## config.mk

```make
export PLATFORM = sky130hd
export DESIGN_NAME = guess_entry
export DESIGN_NICKNAME = d
export VERILOG_FILES = /design/src/rtl/guess_entry_pkg.sv /design/src/rtl/guess_entry_color_slot.sv /design/src/rtl/guess_entry.sv
export SDC_FILE = /design/constraint.sdc
export NUM_CORES = 1
export LEC_CHECK = 0
export ABC_AREA = 0
export ABC_CLOCK_PERIOD_IN_PS = 2300
export BUFFER_PORTS_ARGS = -buffer_cell sky130_fd_sc_hd__buf_2
export CAP_MARGIN = 15
export CORE_MARGIN = 8
export CORE_UTILIZATION = 45
export DETAILED_ROUTE_END_ITERATION = 8
export GPL_TIMING_DRIVEN = 0
export HOLD_SLACK_MARGIN = 0.03
export PLACE_DENSITY = 0.67
export SKIP_CTS_REPAIR_TIMING = 1
export SYNTH_ARGS = -nofsm -noshare
export SYNTH_HDL_FRONTEND = slang
export SYNTH_SLANG_ARGS = --single-unit
```

## constraint.sdc

```tcl
create_clock -name clk -period 2.3 [get_ports clk]
set_input_delay 0.46 -clock clk [delete_from_list [all_inputs] [get_ports clk]]
set_output_delay 0.46 -clock clk [all_outputs]
set_load 0.1 [all_outputs]
```

## src/rtl/guess_entry_pkg.sv

```systemverilog
`default_nettype none
// ============================================================================
//  Module   : guess_entry_pkg
//  Purpose  : Shared game constants, state encoding and colour helper.
//  Revision : 1.0 - initial release
// ============================================================================
package guess_entry_pkg;

  localparam int COLOR_W   = 3;
  localparam int NUM_SLOTS = 4;
  localparam int TURN_W    = 4;
  localparam int CURSOR_W  = 2;
  localparam int WAIT_W    = 4;

  localparam logic [1:0] EDIT = 2'd0;
  localparam logic [1:0] WAIT = 2'd1;
  localparam logic [1:0] DONE = 2'd2;

  typedef logic [COLOR_W-1:0] color_t;

  // Next colour in a ring of num_colors entries (num_colors-1 wraps to 0).
  function automatic color_t next_color(input color_t c, input int unsigned num_colors);
    return (c == color_t'(num_colors - 1)) ? '0 : c + 1'b1;
  endfunction

endpackage
`default_nettype wire

```

## src/rtl/guess_entry_color_slot.sv

```systemverilog
`default_nettype none
// ============================================================================
//  Module   : color_slot
//  Purpose  : One guess slot; wrapping colour counter with enable and clear.
//  Revision : 1.0 - initial release
// ============================================================================
module color_slot
  import guess_entry_pkg::*;
#(
  parameter int NUM_COLORS = 8
) (
  input  logic               clk,
  input  logic               rst,
  input  logic               en,
  output logic [COLOR_W-1:0] value
);

  color_t r_value;

  always_ff @(posedge clk) begin
    if (rst) begin
      r_value <= '0;
    end else if (en) begin
      r_value <= next_color(r_value, NUM_COLORS);
    end
  end

  assign value = r_value;

endmodule
`default_nettype wire

```

## src/rtl/guess_entry.sv

```systemverilog
`default_nettype none
// ============================================================================
//  Module   : guess_entry
//  Purpose  : Player guess builder; edits slots, commits guesses, counts turns.
//  Revision : 1.0 - initial release
// ============================================================================
module guess_entry
  import guess_entry_pkg::*;
#(
  parameter int MAX_TURNS  = 10,
  parameter int NUM_COLORS = 8,
  parameter int SETTLE     = 4
) (
  input  logic               clk,
  input  logic               rst,
  input  logic               btn_next,
  input  logic               btn_move,
  input  logic               btn_submit,
  input  logic               game_over,
  output logic [1:0]         cursor,
  output logic [COLOR_W-1:0] guess0,
  output logic [COLOR_W-1:0] guess1,
  output logic [COLOR_W-1:0] guess2,
  output logic [COLOR_W-1:0] guess3,
  output logic [COLOR_W-1:0] history0,
  output logic [COLOR_W-1:0] history1,
  output logic [COLOR_W-1:0] history2,
  output logic [COLOR_W-1:0] history3,
  output logic               guess_valid,
  output logic [TURN_W-1:0]  turn,
  output logic               last_turn,
  output logic               locked
);

  logic [1:0]          r_state;
  logic [WAIT_W-1:0]   r_wait;
  logic [CURSOR_W-1:0] r_cursor;
  logic [TURN_W-1:0]   r_turn;
  color_t              r_hist [NUM_SLOTS];
  logic                r_gv;
  logic                r_last;
  logic                r_locked;

  color_t              w_guess [NUM_SLOTS];
  logic                w_slot_inc;
  logic [TURN_W-1:0]   w_turn_next;

  // Submit and game_over both pre-empt slot editing in the same cycle.
  assign w_slot_inc  = (r_state == EDIT) && !game_over && !btn_submit && btn_next;
  assign w_turn_next = (r_turn < TURN_W'(MAX_TURNS)) ? r_turn + 1'b1 : r_turn;

  generate
    for (genvar i = 0; i < NUM_SLOTS; i++) begin : g_slot
      color_slot #(
        .NUM_COLORS(NUM_COLORS)
      ) u_slot (
        .clk  (clk),
        .rst  (rst),
        .en   (w_slot_inc && (r_cursor == CURSOR_W'(i))),
        .value(w_guess[i])
      );
    end
  endgenerate

  always_ff @(posedge clk) begin
    if (rst) begin
      r_state  <= EDIT;
      r_wait   <= '0;
      r_cursor <= '0;
      r_turn   <= '0;
      r_gv     <= 1'b0;
      r_last   <= 1'b0;
      r_locked <= 1'b0;
      for (int i = 0; i < NUM_SLOTS; i++) r_hist[i] <= '0;
    end else begin
      r_gv <= 1'b0;
      if ((r_state != DONE) && game_over) begin
        r_state  <= DONE;
        r_locked <= 1'b1;
      end else begin
        case (r_state)
          EDIT: begin
            if (btn_submit) begin
              for (int i = 0; i < NUM_SLOTS; i++) r_hist[i] <= w_guess[i];
              r_gv     <= 1'b1;
              r_turn   <= w_turn_next;
              r_cursor <= '0;
              r_wait   <= '0;
              r_state  <= WAIT;
              // Raised with the next-to-last commit so it leads the final guess.
              if (w_turn_next == TURN_W'(MAX_TURNS - 1)) r_last <= 1'b1;
            end else if (btn_move) begin
              r_cursor <= r_cursor + 1'b1;
            end
          end
          WAIT: begin
            if (r_wait == WAIT_W'(SETTLE - 1)) begin
              if (r_turn == TURN_W'(MAX_TURNS)) begin
                r_state  <= DONE;
                r_locked <= 1'b1;
              end else begin
                r_state <= EDIT;
              end
            end else begin
              r_wait <= r_wait + 1'b1;
            end
          end
          default: ;
        endcase
      end
    end
  end

  assign cursor      = r_cursor;
  assign guess0      = w_guess[0];
  assign guess1      = w_guess[1];
  assign guess2      = w_guess[2];
  assign guess3      = w_guess[3];
  assign history0    = r_hist[0];
  assign history1    = r_hist[1];
  assign history2    = r_hist[2];
  assign history3    = r_hist[3];
  assign guess_valid = r_gv;
  assign turn        = r_turn;
  assign last_turn   = r_last;
  assign locked      = r_locked;

endmodule
`default_nettype wire
```

==> results.cfg <==
[status]
outcome = finished clean

[hold_path]
worstHoldStart = game_over
min_delay_path_depth = 2
worstHoldPathType = primary input to register
hold_end = r_state[0]$_SDFFE_PP0P_

[power_and_ir_drop]
pwr-share-comb_pct = 15.0
leakagePower_uw = 0.000997
ir_worst_vdd_mv = 0.253
internal_power_uw = 1130
p_per_area_nw_per_um2 = 685
switching_share_pct = 28.1
p_seq_share_pct = 47.3
pwr-share-clk_pct = 37.8
switching_power_uw = 439

[setup_path]
cp.arrival_ns = 1.84
path_cells = buf_6, or4b_4, nand2_1
max_stage_delay_ns = 0.54
slowest_stage = or4b_4
r2r_setup_slack_ns = 0.39
path_buf_inv = 1
ff2ff_path_depth = 3
crit_family = simple AND/OR/NAND/NOR gates
r2r_end = r_hist[1][0]$_SDFFCE_PN0P_
worst-setup-path-type = register to register
crit_path_max_fanout = 15
cp.required_ns = 2.23
r2r-start = r_state[0]$_SDFFE_PP0P_
startpoint = r_state[0]$_SDFFE_PP0P_
startpoint_type = register
endpoint_kind = register

[routing]
wl_per_cell_um = 14.1
drtIter0Drc = 114
ant_nets = 0
viasPerCell = 5.28
drcViolationCount = 0
drtPass1Iterations = 4
vias = 1447
finalWirelength_um = 3880

[sta]
setup_viol_count_final = 0
finalMaxSlewViolations = 0
holdWs_ns = 0.382
clock.fmax_ghz = 0.525
fin_skew_ns = 0.00282
hold_violations = 0
tightest_slew_ns = 1.00
rsz0062_at_grt = no
period_needed_ns = 1.91
max-slew-margin-rel_pct = 32.3
setup-tns-final_ns = 0
fin_ws_ns = 0.394
min_period_over_period_pct = 82.9

[logic_synthesis]
syn_area_per_cell_um2 = 10.7
synth_common_cells = 27 x dfxtp_1, 15 x ha_1, 12 x a21oi_1, 12 x and2_1, 12 x edfxtp_1
ys.flop_type = dfxtp_1
syn_nets = 200
synth-edff-count = 12
synth_top_area_share_pct = 28.2
syn-cell-area_um2 = 1920
ys_seq_elements = 39
synthDistinctLibCells = 44
netlist.top_cell.by_area = dfxtp_1
async_flop_share_pct = 0
synth_seq_area_share_pct = 47.0
synth_warnings = 0
synthTopCellsByArea = dfxtp_1 28%, edfxtp_1 19%, ha_1 9.8%, and2_1 3.9%, a21oi_1 3.1%
synth.most_common_cell = dfxtp_1
netlist_instances = 179

[die]
die_area_um2 = 6610
core_um2 = 4060
fp.dieW_um = 81.3
rows = 23
die_y_um = 81.3
start_util_pct = 47.3
num_io_pins = 39

[clock_tree]
clk_latency_ns = 0.29
htree_levels = 2
cts_inserted_buffers = 5
clk_path_buf_depth = 2
cts_num_sinks = 39
tritoncts = yes
path_clk_slew_ns = 0.07
cts-root-buf = clkbuf_8

[global_route]
grt_max_degree = 16
antenna_found_initial = 0
grtUsageTotal_pct = 12.6
first_global_vias = 1372
grt_pass1_wl_um = 6470
overflow = 0

[placement]
pre_cts_slack_ns = 0.261
dpl.hpwl_um = 2810
gp_congestion = 0.770
portBuffers = 37

[flow_run]
cap_violations = 0

[layout]
nets = 244
fillers = 375
finish.utilization_pct = 56.3
diodes = 0
area.growth.synth_to_final_pct = 19.0
drive_above_1_share_pct = 26.3
==> per-layer routing <==
layer,vias to the layer above,share of wire [%],global-route usage [%]
met5,-,0,0
met4,0,1.4,4.82
met3,6,6.7,4.97
met2,29,48,20.8
met1,668,44,14.4
li1,744,-,-
==> logic make-up after synthesis <==
logic type	share of synthesized area (%)
compound gates	10.0
xor+xnor	0.457
fa+ha+maj	9.78
buf+inv	3.65
flops	47.0
mux	4.57
simple gates	24.5
==> area by class of cell <==
type	count	area, um^2	share of cell area [%]
plain buffers	8	47.5	2.08
clock buffers	6	82.6	3.62
clock inverters	2	35.0	1.53
inverters	6	22.5	0.986
multi-input cells	126	947	41.5
flip-flops and latches	39	901	39.5
well taps	50	62.6	2.74
repair buffers	37	185	8.11
==> cell usage in the layout, fill, tap and decap left out, drive strengths merged, types with 6 or more instances in the layout <==
cell type	instances
nand2	11
clkbuf	10
o21ai	7
a21oi	12
inv	6
buf	41
ha	15
nor3	8
and2	12
dfxtp	27
edfxtp	12
nor2	7
==> how the worst max path moves through the flow <==
stage                                        endpoint  slack [ns]  cells after the start
3_5_place_dp               r_hist[2][2]$_SDFFCE_PN0P_        0.26                      3
5_1_grt                    r_hist[3][2]$_SDFFCE_PN0P_        0.26                      5
6_report                   r_hist[1][0]$_SDFFCE_PN0P_        0.39                      3
4_1_cts                    r_hist[2][2]$_SDFFCE_PN0P_        0.34                      3
3_3_place_gp               r_hist[2][2]$_SDFFCE_PN0P_        0.28                      3
2_1_floorplan  g_slot[1].u_slot.value[0]$_SDFFE_PP0P_        0.28                      4
==> per-stage QoR <==
step,total power (uW),instances,instance area (um^2)
6_report,1560,274,2280
5_1_grt,1630,274,2280
4_1_cts,1580,274,2280
3_5_place_dp,992,266,2170
3_3_place_gp,990,266,2170
2_1_floorplan,950,179,1920
==> power by group through the flow <==
stage / Sequential (uW) / Combinational [uW] / Clock [uW]
after CTS: 740 / 237 / 605
after detailed placement: 755 / 237 / 0
final: 739 / 234 / 591
after floorplan: 877 / 73.0 / 0
after global placement: 755 / 235 / 0
after global routing: 743 / 249 / 636
==> worst reg2reg max path, cell delays in order, from the launching register on <==
cell,delay [ns]
dfxtp_1,0.34
buf_6,0.15
or4b_4,0.54
nand2_1,0.51
==> flip-flops by register name, summed over array words and instances (netlist names) <==
signal / cells
guess_valid: 1
turn: 4
locked: 1
r_hist: 12
g_slot.u_slot.value: 12
cursor: 2
r_wait: 4
r_state: 2
last_turn: 1
No activity file was read; power rests on OpenSTA's default activity.
